**src/rtl/fsm_seq_gen.sv**
```systemverilog
// fsm_seq_gen: serial pattern generator.
// Latches a WIDTH-bit pattern on start and shifts it out MSB first, repeating
// the frame rpt+1 times with GAP_CYCLES idle cycles between frames. A consumer
// stall (hold) freezes the shift sequence. done pulses once when the last frame
// finishes and the FSM re-enters IDLE.
// Optional feature: define FSM_SEQ_GEN_PARITY_EN to append one even-parity bit
// (PAR state) after every frame. Default build has no parity state or logic.
module fsm_seq_gen #(
  parameter int   WIDTH      = 21,
  parameter int   GAP_CYCLES = 2,
  parameter logic IDLE_BIT   = 1'b0
) (
  input  logic             clk,
  input  logic             rst,
  input  logic             start,
  input  logic [WIDTH-1:0] pattern,
  input  logic [3:0]       rpt,
  input  logic             hold,
  output logic             dout,
  output logic             dout_valid,
  output logic             busy,
  output logic             done
);

  localparam int CW = $clog2(WIDTH);
  localparam int GW = (GAP_CYCLES > 1) ? $clog2(GAP_CYCLES) : 1;
  localparam logic [CW-1:0] LAST_BIT = CW'(WIDTH - 1);
  localparam logic [GW-1:0] GAP_LOAD = GW'((GAP_CYCLES > 0) ? GAP_CYCLES - 1 : 0);

  typedef enum logic [1:0] {
    IDLE  = 2'd0,
    SHIFT = 2'd1,
`ifdef FSM_SEQ_GEN_PARITY_EN
    PAR   = 2'd3,
`endif
    GAP   = 2'd2
  } state_t;

  state_t           state, state_n;
  logic [CW-1:0]    cnt, cnt_n;      // index of the bit being sent
  logic [WIDTH-1:0] sh, sh_n;        // working shift copy, MSB is next bit
  logic [WIDTH-1:0] pat, pat_n;      // latched pattern, reloaded per repeat
  logic [3:0]       rep, rep_n;      // repeats still to send after this frame
  logic [GW-1:0]    gap, gap_n;      // idle cycles left in GAP
  logic             last;            // dout of the previous cycle
  logic             done_n;
  logic             frame_end;
`ifdef FSM_SEQ_GEN_PARITY_EN
  logic             par, par_n;      // even parity of the latched pattern
`endif

  // State and datapath registers; reset clears everything to idle values.
  always_ff @(posedge clk) begin
    if (rst) begin
      state <= IDLE;
      cnt   <= '0;
      sh    <= '0;
      pat   <= '0;
      rep   <= '0;
      gap   <= '0;
      last  <= IDLE_BIT;
      done  <= 1'b0;
`ifdef FSM_SEQ_GEN_PARITY_EN
      par   <= 1'b0;
`endif
    end else begin
      state <= state_n;
      cnt   <= cnt_n;
      sh    <= sh_n;
      pat   <= pat_n;
      rep   <= rep_n;
      gap   <= gap_n;
      last  <= dout;
      done  <= done_n;
`ifdef FSM_SEQ_GEN_PARITY_EN
      par   <= par_n;
`endif
    end
  end

  // Next-state and output decode. dout is combinational so the first bit is
  // visible in the cycle right after start; during a stall it repeats the
  // previous cycle's value via 'last'.
  always_comb begin
    state_n    = state;
    cnt_n      = cnt;
    sh_n       = sh;
    pat_n      = pat;
    rep_n      = rep;
    gap_n      = gap;
    done_n     = 1'b0;
    frame_end  = 1'b0;
    dout       = IDLE_BIT;
    dout_valid = 1'b0;
`ifdef FSM_SEQ_GEN_PARITY_EN
    par_n      = par;
`endif
    case (state)
      IDLE: begin
        // The done cycle is itself IDLE; a start coinciding with it is dropped.
        if (start && !done) begin
          state_n = SHIFT;
          pat_n   = pattern;
          sh_n    = pattern;
          rep_n   = rpt;
          cnt_n   = '0;
`ifdef FSM_SEQ_GEN_PARITY_EN
          par_n   = ^pattern;
`endif
        end
      end
      SHIFT: begin
        dout = last;
        if (!hold) begin
          dout       = sh[WIDTH-1];
          dout_valid = 1'b1;
          sh_n       = {sh[WIDTH-2:0], 1'b0};
          if (cnt == LAST_BIT) begin
            cnt_n = '0;
`ifdef FSM_SEQ_GEN_PARITY_EN
            state_n = PAR;
`else
            frame_end = 1'b1;
`endif
          end else begin
            cnt_n = cnt + 1'b1;
          end
        end
      end
`ifdef FSM_SEQ_GEN_PARITY_EN
      PAR: begin
        dout = last;
        if (!hold) begin
          dout       = par;
          dout_valid = 1'b1;
          frame_end  = 1'b1;
        end
      end
`endif
      GAP: begin
        // hold has no effect here; the gap always runs its full length.
        if (gap == '0) begin
          state_n = SHIFT;
          rep_n   = rep - 4'd1;
          sh_n    = pat;
          cnt_n   = '0;
        end else begin
          gap_n = gap - 1'b1;
        end
      end
      default: state_n = IDLE;
    endcase

    // Shared end-of-frame decision: gap, immediate restart, or finish.
    if (frame_end) begin
      if (rep != 4'd0) begin
        if (GAP_CYCLES > 0) begin
          state_n = GAP;
          gap_n   = GAP_LOAD;
        end else begin
          state_n = SHIFT;
          rep_n   = rep - 4'd1;
          sh_n    = pat;
          cnt_n   = '0;
        end
      end else begin
        state_n = IDLE;
        done_n  = 1'b1;
      end
    end
  end

  assign busy = (state != IDLE);

endmodule

```
**config.mk**
```make
export PLATFORM = sky130hd
export DESIGN_NAME = fsm_seq_gen
export DESIGN_NICKNAME = d
export VERILOG_FILES = /design/src/rtl/fsm_seq_gen.sv
export SDC_FILE = /design/constraint.sdc
export NUM_CORES = 1
export LEC_CHECK = 0
export BUFFER_PORTS_ARGS = -buffer_cell sky130_fd_sc_hd__buf_4
export CORE_MARGIN = 1.5
export CORE_UTILIZATION = 49
export DETAILED_ROUTE_END_ITERATION = 8
export MAX_ROUTING_LAYER = met4
export PLACE_DENSITY = 0.71
export SLEW_MARGIN = 20
export SYNTH_ARGS = -nofsm -noshare
export SYNTH_HDL_FRONTEND = slang
export SYNTH_SLANG_ARGS = --single-unit
```
**constraint.sdc**
```tcl
create_clock -name clk -period 1.75 [get_ports clk]
set_input_delay 0.2625 -clock clk [delete_from_list [all_inputs] [get_ports clk]]
set_output_delay 0.2625 -clock clk [all_outputs]
set_load 0.02 [all_outputs]
```
==> flow_summary.json, run 1 <==
{
  "status": "finished with violations",
  "violations": "setup timing",
  "clk_transition_reported_paths_ns": 0.10,
  "detail_route.wl_per_cell_um": 13.8,
  "grt_antenna_before_repair": 0,
  "fin_skew_ns": 0.0152,
  "mappedNetlistNets": 369,
  "postRouteAntennaNets": 0,
  "reg2reg_depth": 6,
  "htreeDepth": 2,
  "synth_cells": 334,
  "rsz0062_at_grt": "yes",
  "placement.io_buffers": 32,
  "cts_inserted_buffers": 5,
  "via_per_inst": 5.48,
  "rel_slew_slack": 0.732,
  "finalPower_mw": 3.03,
  "total_switching_power_mw": 0.935,
  "crit-reg2reg-capture": "cnt[3]$_SDFFE_PP0P_",
  "synth_area_per_cell_um2": 7.85,
  "layout.nets": 396,
  "final_hold_viol_count": 0,
  "synth_area_leaders": "sky130_fd_sc_hd__dfxtp_1 (43%), sky130_fd_sc_hd__nand2_1 (13%), sky130_fd_sc_hd__a21oi_1 (9.4%)",
  "data_arrival_time_of_the_worst_path_ns": 2.00,
  "cts.repair_timing.setup_buffer_count": 0,
  "reg2reg_from": "state[0]$_SDFFE_PP0P_",
  "post-synth-top-count-cell": "sky130_fd_sc_hd__nand2_1",
  "total_neg_setup_slack_ns": -0.00343,
  "worstHoldPathType": "in2reg",
  "final_worst_path_setup_slack_ns": -0.00343,
  "hold_start": "pattern[7]",
  "synthTopCellsByCount": "sky130_fd_sc_hd__nand2_1 (89), sky130_fd_sc_hd__dfxtp_1 (56), sky130_fd_sc_hd__a21oi_1 (49), sky130_fd_sc_hd__clkbuf_1 (22)",
  "clkSinkCount": 56,
  "min_path_cells": 3,
  "synth_seq_area_share": 0.428,
  "drive_gt1_frac": 0.185,
  "power_density_nw_per_um2": 969,
  "first_iter_violations": 139,
  "cts.root.buffer_cell": "sky130_fd_sc_hd__clkbuf_8",
  "pwr-share-seq": 0.489,
  "ys_ff_latch": 56,
  "synthesis.area_um2": 2620,
  "switching_share": 0.309,
  "fmax_mhz": 570,
  "wire_length_of_the_first_global_routing_pass_mm": 10.4,
  "gp_routability_congestion": 0.829,
  "syn_to_final_growth_pct": 19.1,
  "critical_path_required_ns": 2.00,
  "die-area_um2": 5800,
  "timing.reg2reg.setup_slack_ns": -0.003,
  "slew_violations": 0,
  "ios": 33,
  "worstHoldEndpoint": "pat[7]$_SDFFE_PP0P_",
  "vdd.ir_drop.worst_mv": 0.464,
  "core_um2": 5140,
  "drc": 0,
  "fin_hold_ws_ns": 0.195,
  "clk_latency_ns": 0.31,
  "critPathKind": "reg2reg",
  "multi_input_area_um2": 1370,
  "number_of_core_rows": 26,
  "tritoncts_clock_tree": "yes",
  "postCtsHoldBufs": 0,
  "routed_wirelength_mm": 5.98,
  "die_width_um": 76.1,
  "total_leakage_power_nw": 1.16,
  "antenna_cells_inserted": 0,
  "pwr-share-clk": 0.239,
  "num_vias": 2369,
  "synth-edff-count": 0,
  "register_area_um2": 1120,
  "die_height_um": 76.1,
  "post_synth_num_cell_types": 42,
  "setup_viol": 1,
  "relative_contribution_of_combinational_cells_to_total_power": 0.272,
  "minimum_clock_period_ns": 1.75,
  "floorplan.initialDensity": 0.510,
  "critical_path.endpoint_type": "register",
  "synth.top_cell.area_share": 0.428,
  "post-route-period-util": 1.00,
  "synth_ff_type": "sky130_fd_sc_hd__dfxtp_1",
  "intPower_mw": 2.09,
  "grt.total_usage": 0.221,
  "cell_taking_the_most_area_after_synthesis": "sky130_fd_sc_hd__dfxtp_1",
  "timing.critical_path.from_type": "register",
  "place.detailed.hpwl_mm": 3.81,
  "firstDrtPassIters": 4,
  "maxCapViolCount": 0,
  "cts-root-to-sink-buffers": 2,
  "async_flop_share": 0,
  "number_of_global_route_vias_before_repair": 2266,
  "grt_max_degree": 43,
  "final_layout_fill_cell_count": 488,
  "globalRoute.totalOverflow": 0,
  "worst_pin_slew_ns": 0.403,
  "critPathMaxFanout": 6,
  "synth_warnings": 0
}
cell type report:
| type | count | area share |
|---|---|---|
| flip-flops and latches | 56 | 0.360 |
| clock buffers | 8 | 0.0289 |
| inverters | 11 | 0.0132 |
| well taps | 70 | 0.0281 |
| multi-input cells | 239 | 0.438 |
| repair buffers | 48 | 0.131 |
flip-flops by register name, indices dropped and copies added, names as in the netlist:
signal,count
pat,21
sh,21
cnt,5
rep,4
state,2
done,1
gap,1
last,1
metal layers:
layer,part of all wire,track usage
met1,0.47,0.279
met2,0.48,0.372
met3,0.043,0.0359
met4,0.0099,0.0537
met5,0,-
cells in the final DEF, fill, tap and decap left out, drive strengths merged, types with 2 or more instances in the layout:
cell and count:
o21ai 8, nand2 89, a21oi 49, and2 2
ha 6, a22oi 20, nor3 3, nand2b 2
nand3 5, mux2i 2, o211ai 20, nor2 4
a32o 2, nor2b 4, clkbuf 9, buf 47
inv 11, a211oi 3, or3b 2, dfxtp 56
a211o 3
power groups by stage:
stage,clock [mW],combinational [mW],sequential (mW)
2_1_floorplan,0,0.540,1.49
3_3_place_gp,0,0.766,1.50
3_5_place_dp,0,0.779,1.51
4_1_cts,0.743,0.796,1.48
5_1_grt,0.791,0.925,1.50
6_report,0.724,0.823,1.48
cell families (layout without fill, tap and decap cells):
kind of cell,Yosys count,after routing,synth area share
compound gates,109,109,0.268
fa+ha+maj,6,6,0.0286
buf+inv,39,67,0.0606
flops,56,56,0.428
mux,3,3,0.0119
simple gates,121,121,0.203
how the worst max path moves through the flow:
stage	from	endpoint	slack, ns	cells after the start
floorplan	state[1]$_SDFFE_PP0P_	cnt[3]$_SDFFE_PP0P_	0.0003	7
global placement	state[1]$_SDFFE_PP0P_	cnt[3]$_SDFFE_PP0P_	0.04	6
detailed placement	state[1]$_SDFFE_PP0P_	cnt[3]$_SDFFE_PP0P_	-0.003	6
CTS	state[1]$_SDFFE_PP0P_	cnt[3]$_SDFFE_PP0P_	-0.003	6
global route	state[0]$_SDFFE_PP0P_	cnt[3]$_SDFFE_PP0P_	-0.07	6
finish	state[0]$_SDFFE_PP0P_	cnt[3]$_SDFFE_PP0P_	-0.003	6
through the flow:
stage / setup WS (ns) / std cells / instance area [µm²] / utilization
floorplan: 0.000320 / 334 / 2660 / -
global placement: 0.0368 / 423 / 2980 / 0.580
detailed placement: -0.00311 / 423 / 2980 / 0.580
CTS: -0.00324 / 431 / 3090 / 0.601
global route: -0.0667 / 432 / 3120 / 0.607
finish: -0.00343 / 432 / 3120 / 0.607
worst max-delay path: stages, from the launching register on:
cell and delay (ns):
sky130_fd_sc_hd__dfxtp_2 0.36, sky130_fd_sc_hd__inv_2 0.04, sky130_fd_sc_hd__ha_1 0.33, sky130_fd_sc_hd__o2bb2ai_4 0.08
sky130_fd_sc_hd__a211o_4 0.34, sky130_fd_sc_hd__or4_1 0.40, sky130_fd_sc_hd__a21oi_1 0.14
repair_timing:
action | CTS | global route
gates cloned | 0 | 1
hold endpoints to repair | 0 | 0
endpoints found under the setup margin | 3 | 10
resized for setup | 5 | 3
(Power assumes the default switching activity.)
==> run 2: changes to the inputs <==
--- a/config.mk
+++ b/config.mk
@@ -6,11 +6,14 @@
 export NUM_CORES = 1
 export LEC_CHECK = 0
 export BUFFER_PORTS_ARGS = -buffer_cell sky130_fd_sc_hd__buf_4
+export CELL_PAD_IN_SITES_DETAIL_PLACEMENT = 1
+export CELL_PAD_IN_SITES_GLOBAL_PLACEMENT = 2
 export CORE_MARGIN = 1.5
-export CORE_UTILIZATION = 49
+export CORE_UTILIZATION = 30
 export DETAILED_ROUTE_END_ITERATION = 8
 export MAX_ROUTING_LAYER = met4
-export PLACE_DENSITY = 0.71
+export PLACE_DENSITY = 0.73
+export RECOVER_POWER = 50
 export SLEW_MARGIN = 20
 export SYNTH_ARGS = -nofsm -noshare
 export SYNTH_HDL_FRONTEND = slang
==> run 2 against run 1 <==
  * The run now ends clean
  * Clock power grew 38%
  * Setup slack improved by 0.037 ns
  * Global-route usage fell by 5.0 points
  * Clock skew fell by 0.0068 ns
  * Non-clock buffer count grew 1
  * Sequential share of layout area fell by 1.3 points
  * Core utilization decreased by 22 points
  * Critical path type unchanged
  * Largest power group unchanged
==> flow_summary.json, run 2 (synthesis results as in run 1) <==
{
  "most_frequent_standard_cell_in_the_layout_excluding_fill_and_tap_cells": "sky130_fd_sc_hd__nand2_1",
  "die_height_um": 96.5,
  "antenna_cells_inserted": 0,
  "status": "complete, no violations",
  "clk_latency_ns": 0.31,
  "via_per_inst": 5.14,
  "top_regs": "pat x21, sh x21, cnt x5",
  "layoutNonFillerInstCount": 467,
  "dpl-instance-area_um2": 3040,
  "final_layout_fill_cell_count": 1018,
  "postRouteAntennaNets": 0,
  "fin_hold_ws_ns": 0.196,
  "critical_path.endpoint_type": "register",
  "pre_cts_ws_ns": 0.00182,
  "firstDrtPassIters": 4,
  "clk_transition_reported_paths_ns": 0.10,
  "cts-root-to-sink-buffers": 2,
  "postCtsHoldBufs": 0,
  "power_density_nw_per_um2": 1020,
  "floorplan.initialDensity": 0.314,
  "grt.total_usage": 0.171,
  "utilization": 0.390,
  "die-area_um2": 9310,
  "final_area_um2": 3250,
  "critPathMaxFanout": 6,
  "syn_to_final_growth_pct": 24.0,
  "layout_common_cells": "sky130_fd_sc_hd__nand2_1 (89), sky130_fd_sc_hd__dfxtp_1 (54), sky130_fd_sc_hd__a21oi_1 (48)",
  "worst_pin_slew_ns": 0.392,
  "worstHoldPathType": "in2reg",
  "final_hold_viol_count": 0,
  "grt_antenna_before_repair": 0,
  "finalPower_mw": 3.33,
  "number_of_global_route_vias_before_repair": 2314,
  "cts_inserted_buffers": 5,
  "groute.layer.met1.usage": 0.231,
  "met3_global_route_usage": 0.0258,
  "busiest_layer": "met2",
  "fmax_mhz": 583,
  "total_leakage_power_nw": 1.19,
  "data_arrival_time_of_the_worst_path_ns": 1.96,
  "routed_wirelength_mm": 7.26,
  "crit_path_cells": "buf_6 -> ha_4 -> o2bb2ai_4 -> a211o_4 -> or4_4 -> a21oi_2",
  "number_of_core_rows": 33,
  "max_stage_delay_ns": 0.42,
  "final_worst_path_setup_slack_ns": 0.0335,
  "htreeDepth": 2,
  "layout.nets": 397,
  "vdd.ir_drop.worst_mv": 0.475,
  "first_iter_violations": 88,
  "slew_violations": 0,
  "grt_max_degree": 43,
  "total_neg_setup_slack_ns": 0,
  "multi_input_area_um2": 1410,
  "place_inst": 459,
  "timing.critical_path.from_type": "register",
  "num_vias": 2402,
  "rsz0062_at_grt": "yes",
  "globalRouteMet2Util": 0.269,
  "place.detailed.hpwl_mm": 4.69,
  "die_width_um": 96.5,
  "core_um2": 8340,
  "detail_route.wl_per_cell_um": 15.5,
  "maxCapViolCount": 0,
  "post-route-period-util": 0.981,
  "globalRoute.totalOverflow": 0,
  "wire_length_of_the_first_global_routing_pass_mm": 11.8,
  "crit_path_top_delay_cell": "sky130_fd_sc_hd__or4_4",
  "critPathKind": "reg2reg",
  "critical_path_required_ns": 1.99,
  "drive_gt1_frac": 0.196,
  "tritoncts_clock_tree": "yes",
  "register_area_um2": 1130,
  "minimum_clock_period_ns": 1.72,
  "clkSinkCount": 56,
  "gp_routability_congestion": 0.806,
  "fin_skew_ns": 0.00838,
  "rel_slew_slack": 0.738,
  "placement.io_buffers": 32,
  "ios": 33,
  "cts.root.buffer_cell": "sky130_fd_sc_hd__clkbuf_8",
  "setup_viol": 0,
  "drc": 0
}
[run 2: cell count changes in the layout (fill, tap and decap cells not counted), sizes merged]
cell and delta:
clkbuf -3, bufinv +2, buf +1
[run 2: repair_timing]
item,4_1_cts,5_1_grt
setup endpoints to repair,2,19
setup buffers,0,1
gates resized for setup,7,10
pin swaps,1,3
[run 2: power breakdown]
group | internal [mW] | leakage (nW) | switching (mW)
logic | 0.358 | 0.662 | 0.486
registers | 1.41 | 0.461 | 0.0767
clock network | 0.564 | 0.0642 | 0.436
[run 2: layout make-up]
class                   count  area share
clock inverters             2      0.0185
well taps                 105      0.0404
clock buffers               5      0.0212
flip-flops and latches     56       0.347
inverters                  11      0.0142
multi-input cells         239       0.434
repair buffers             49       0.124
[run 2: critical path: cells and delay by family, from the launching register on]
family / cells / cell delay [ns]
buffers and inverters: 1 / 0.12
and+or+nand+nor: 1 / 0.42
AOI/OAI and AO/OA: 3 / 0.57
DFF: 1 / 0.37
adders and majority gates: 1 / 0.16
[run 2: path summary, 6_finish.rpt]
| path | startpoint | cells after the start | slack [ns] | to |
|---|---|---|---|---|
| worst max-delay path | state[0]$_SDFFE_PP0P_ | 6 | 0.03 | cnt[3]$_SDFFE_PP0P_ |
| worst min-delay path | pattern[2] | 3 | 0.20 | pat[2]$_SDFFE_PP0P_ |
| worst max register to register | state[0]$_SDFFE_PP0P_ | 6 | 0.03 | cnt[3]$_SDFFE_PP0P_ |
| worst min register to register | pat[17]$_SDFFE_PP0P_ | 2 | 0.46 | pat[17]$_SDFFE_PP0P_ |
[run 2: per-layer routing]
| metal | routed length, µm | vias up | share of wire |
|---|---|---|---|
| li1 | - | 1227 | - |
| met1 | 3710 | 1151 | 0.51 |
| met2 | 3390 | 22 | 0.47 |
| met3 | 136 | 2 | 0.019 |
| met4 | 23 | 0 | 0.0032 |
| met5 | 0 | - | 0 |
==> run 3: changes to the inputs <==
--- a/config.mk
+++ b/config.mk
@@ -5,15 +5,16 @@
 export SDC_FILE = /design/constraint.sdc
 export NUM_CORES = 1
 export LEC_CHECK = 0
-export BUFFER_PORTS_ARGS = -buffer_cell sky130_fd_sc_hd__buf_4
+export BUFFER_PORTS_ARGS = -buffer_cell sky130_fd_sc_hd__buf_2
 export CELL_PAD_IN_SITES_DETAIL_PLACEMENT = 1
 export CELL_PAD_IN_SITES_GLOBAL_PLACEMENT = 2
-export CORE_MARGIN = 1.5
+export CORE_MARGIN = 2
 export CORE_UTILIZATION = 30
 export DETAILED_ROUTE_END_ITERATION = 8
 export MAX_ROUTING_LAYER = met4
 export PLACE_DENSITY = 0.73
 export RECOVER_POWER = 50
+export SKIP_LAST_GASP = 1
 export SLEW_MARGIN = 20
 export SYNTH_ARGS = -nofsm -noshare
 export SYNTH_HDL_FRONTEND = slang
==> run 3 against run 2 <==
  * Via count up 0.87%
  * Non-clock buffer count up 4
  * Hold slack worse by 0.014 ns
  * Largest cell class unchanged
==> flow_summary.json, run 3 (synthesis results as in run 1) <==
{
  "drive_gt1_frac": 0.210,
  "antenna_cells_inserted": 0,
  "critPathMaxFanout": 4,
  "grt_antenna_before_repair": 0,
  "post-route-period-util": 0.971,
  "final_hold_viol_count": 0,
  "power_density_nw_per_um2": 978,
  "via_per_inst": 5.10,
  "cts.root.buffer_cell": "sky130_fd_sc_hd__clkbuf_8",
  "number_of_core_rows": 34,
  "wire_length_of_the_first_global_routing_pass_mm": 12.4,
  "floorplan.initialDensity": 0.305,
  "critical_path.endpoint_type": "register",
  "cts_inserted_buffers": 5,
  "relative_contribution_of_combinational_cells_to_total_power": 0.276,
  "drc": 0,
  "tritoncts_clock_tree": "yes",
  "first_iter_violations": 69,
  "die-area_um2": 9500,
  "most_frequent_standard_cell_in_the_layout_excluding_fill_and_tap_cells": "sky130_fd_sc_hd__nand2_1",
  "die_width_um": 97.5,
  "cts-root-to-sink-buffers": 2,
  "number_of_global_route_vias_before_repair": 2483,
  "die_height_um": 97.5,
  "timing.critical_path.from_type": "register",
  "postRouteAntennaNets": 0,
  "status": "complete, no violations",
  "total_leakage_power_nw": 1.17,
  "clkSinkCount": 56,
  "worst_pin_slew_ns": 0.435,
  "met3_global_route_usage": 0.0223,
  "critical_path_required_ns": 2.01,
  "slew_violations": 0,
  "vdd.ir_drop.worst_mv": 0.335,
  "detail_route.wl_per_cell_um": 15.6,
  "top_regs": "pat x21, sh x21, cnt x5",
  "clk_latency_ns": 0.32,
  "syn_to_final_growth_pct": 21.2,
  "routed_wirelength_mm": 7.42,
  "critPathKind": "reg2reg",
  "layoutNonFillerInstCount": 475,
  "worstHoldPathType": "in2reg",
  "pwr-share-seq": 0.478,
  "data_arrival_time_of_the_worst_path_ns": 1.96,
  "num_vias": 2423,
  "firstDrtPassIters": 4,
  "clk_transition_reported_paths_ns": 0.11,
  "total_neg_setup_slack_ns": 0,
  "switching_share": 0.329,
  "placement.io_buffers": 32,
  "finalPower_mw": 3.11,
  "gp_routability_congestion": 0.858,
  "layout.nets": 401,
  "pwr-share-clk": 0.246,
  "fmax_mhz": 589,
  "total_switching_power_mw": 1.02,
  "fin_skew_ns": 0.00739,
  "setup_viol": 0,
  "grt.total_usage": 0.165,
  "minimum_clock_period_ns": 1.70,
  "place.detailed.hpwl_mm": 4.78,
  "core_um2": 8590,
  "globalRouteMet2Util": 0.273,
  "maxCapViolCount": 0,
  "intPower_mw": 2.08,
  "busiest_layer": "met2",
  "ios": 33,
  "globalRoute.totalOverflow": 0,
  "layout_common_cells": "sky130_fd_sc_hd__nand2_1 (89), sky130_fd_sc_hd__dfxtp_1 (54), sky130_fd_sc_hd__a21oi_1 (48)",
  "groute.layer.met1.usage": 0.209,
  "grt_max_degree": 43,
  "place_inst": 463,
  "htreeDepth": 2,
  "rel_slew_slack": 0.710,
  "rsz0062_at_grt": "yes"
}
==> run 3: cell types whose count changed in the layout (fill, tap and decap cells not counted), sizes merged <==
cell and change:
buf +4, bufinv -2, clkbuf +1, clkinv +2
==> run 3: power by group through the flow <==
stage	logic (mW)	registers [mW]	clock network, mW
3_3_place_gp	0.811	1.51	0
6_report	0.857	1.49	0.764
3_5_place_dp	0.821	1.51	0
2_1_floorplan	0.540	1.49	0
5_1_grt	0.962	1.50	0.845
4_1_cts	0.849	1.48	0.801
==> run 3: repair_timing <==
action,in CTS,in global routing
buffers inserted,2,2
gates resized for setup,4,11
hold buffers,0,0
setup endpoints to repair,3,22
pin swaps,1,3
hold endpoints to repair,0,0
==> run 3: area by class of cell <==
class                      instances  area, µm²
tap                              108        135
clock buffer                       6       82.6
fill                            1064       5420
inverter                          11       43.8
clock inverter                     2       10.0
sequential                        56       1130
multi-input combinational        239       1420
timing repair buffer              53        362
==> run 3: routing by layer <==
layer | vias up | wire (µm)
met1 | 1157 | 3620
met2 | 28 | 3500
met3 | 9 | 173
li1 | 1229 | -
met4 | 0 | 130
met5 | - | 0
==> run 3: worst max-delay path, stage by stage, from the launching register on <==
cell and delay (ns):
sky130_fd_sc_hd__dfxtp_4 0.39, sky130_fd_sc_hd__inv_4 0.05, sky130_fd_sc_hd__ha_4 0.16, sky130_fd_sc_hd__and2_4 0.15, sky130_fd_sc_hd__a211o_4 0.32, sky130_fd_sc_hd__or4_4 0.42, sky130_fd_sc_hd__a21oi_2 0.15
==> run 3: per-stage QoR <==
step	hold slack (ns)	area [µm²]	setup WS (ns)	utilization
CTS	0.168	3120	0.00280	0.363
finish	0.181	3180	0.0508	0.370
global placement	0.443	2990	0.0576	0.348
detailed placement	0.449	2990	-0.0226	0.348
floorplan	0.398	2660	0.000320	-
global route	0.178	3180	-0.0187	0.370
==> run 3: worst paths after layout <==
path	startpoint	endpoint	slack, ns	depth (start not counted)
worst max register to register	state[0]$_SDFFE_PP0P_	cnt[3]$_SDFFE_PP0P_	0.05	6
worst min register to register	sh[11]$_SDFFE_PP0P_	sh[11]$_SDFFE_PP0P_	0.46	2
worst max-delay path	state[0]$_SDFFE_PP0P_	cnt[3]$_SDFFE_PP0P_	0.05	6
worst min-delay path	pattern[18]	pat[18]$_SDFFE_PP0P_	0.18	3
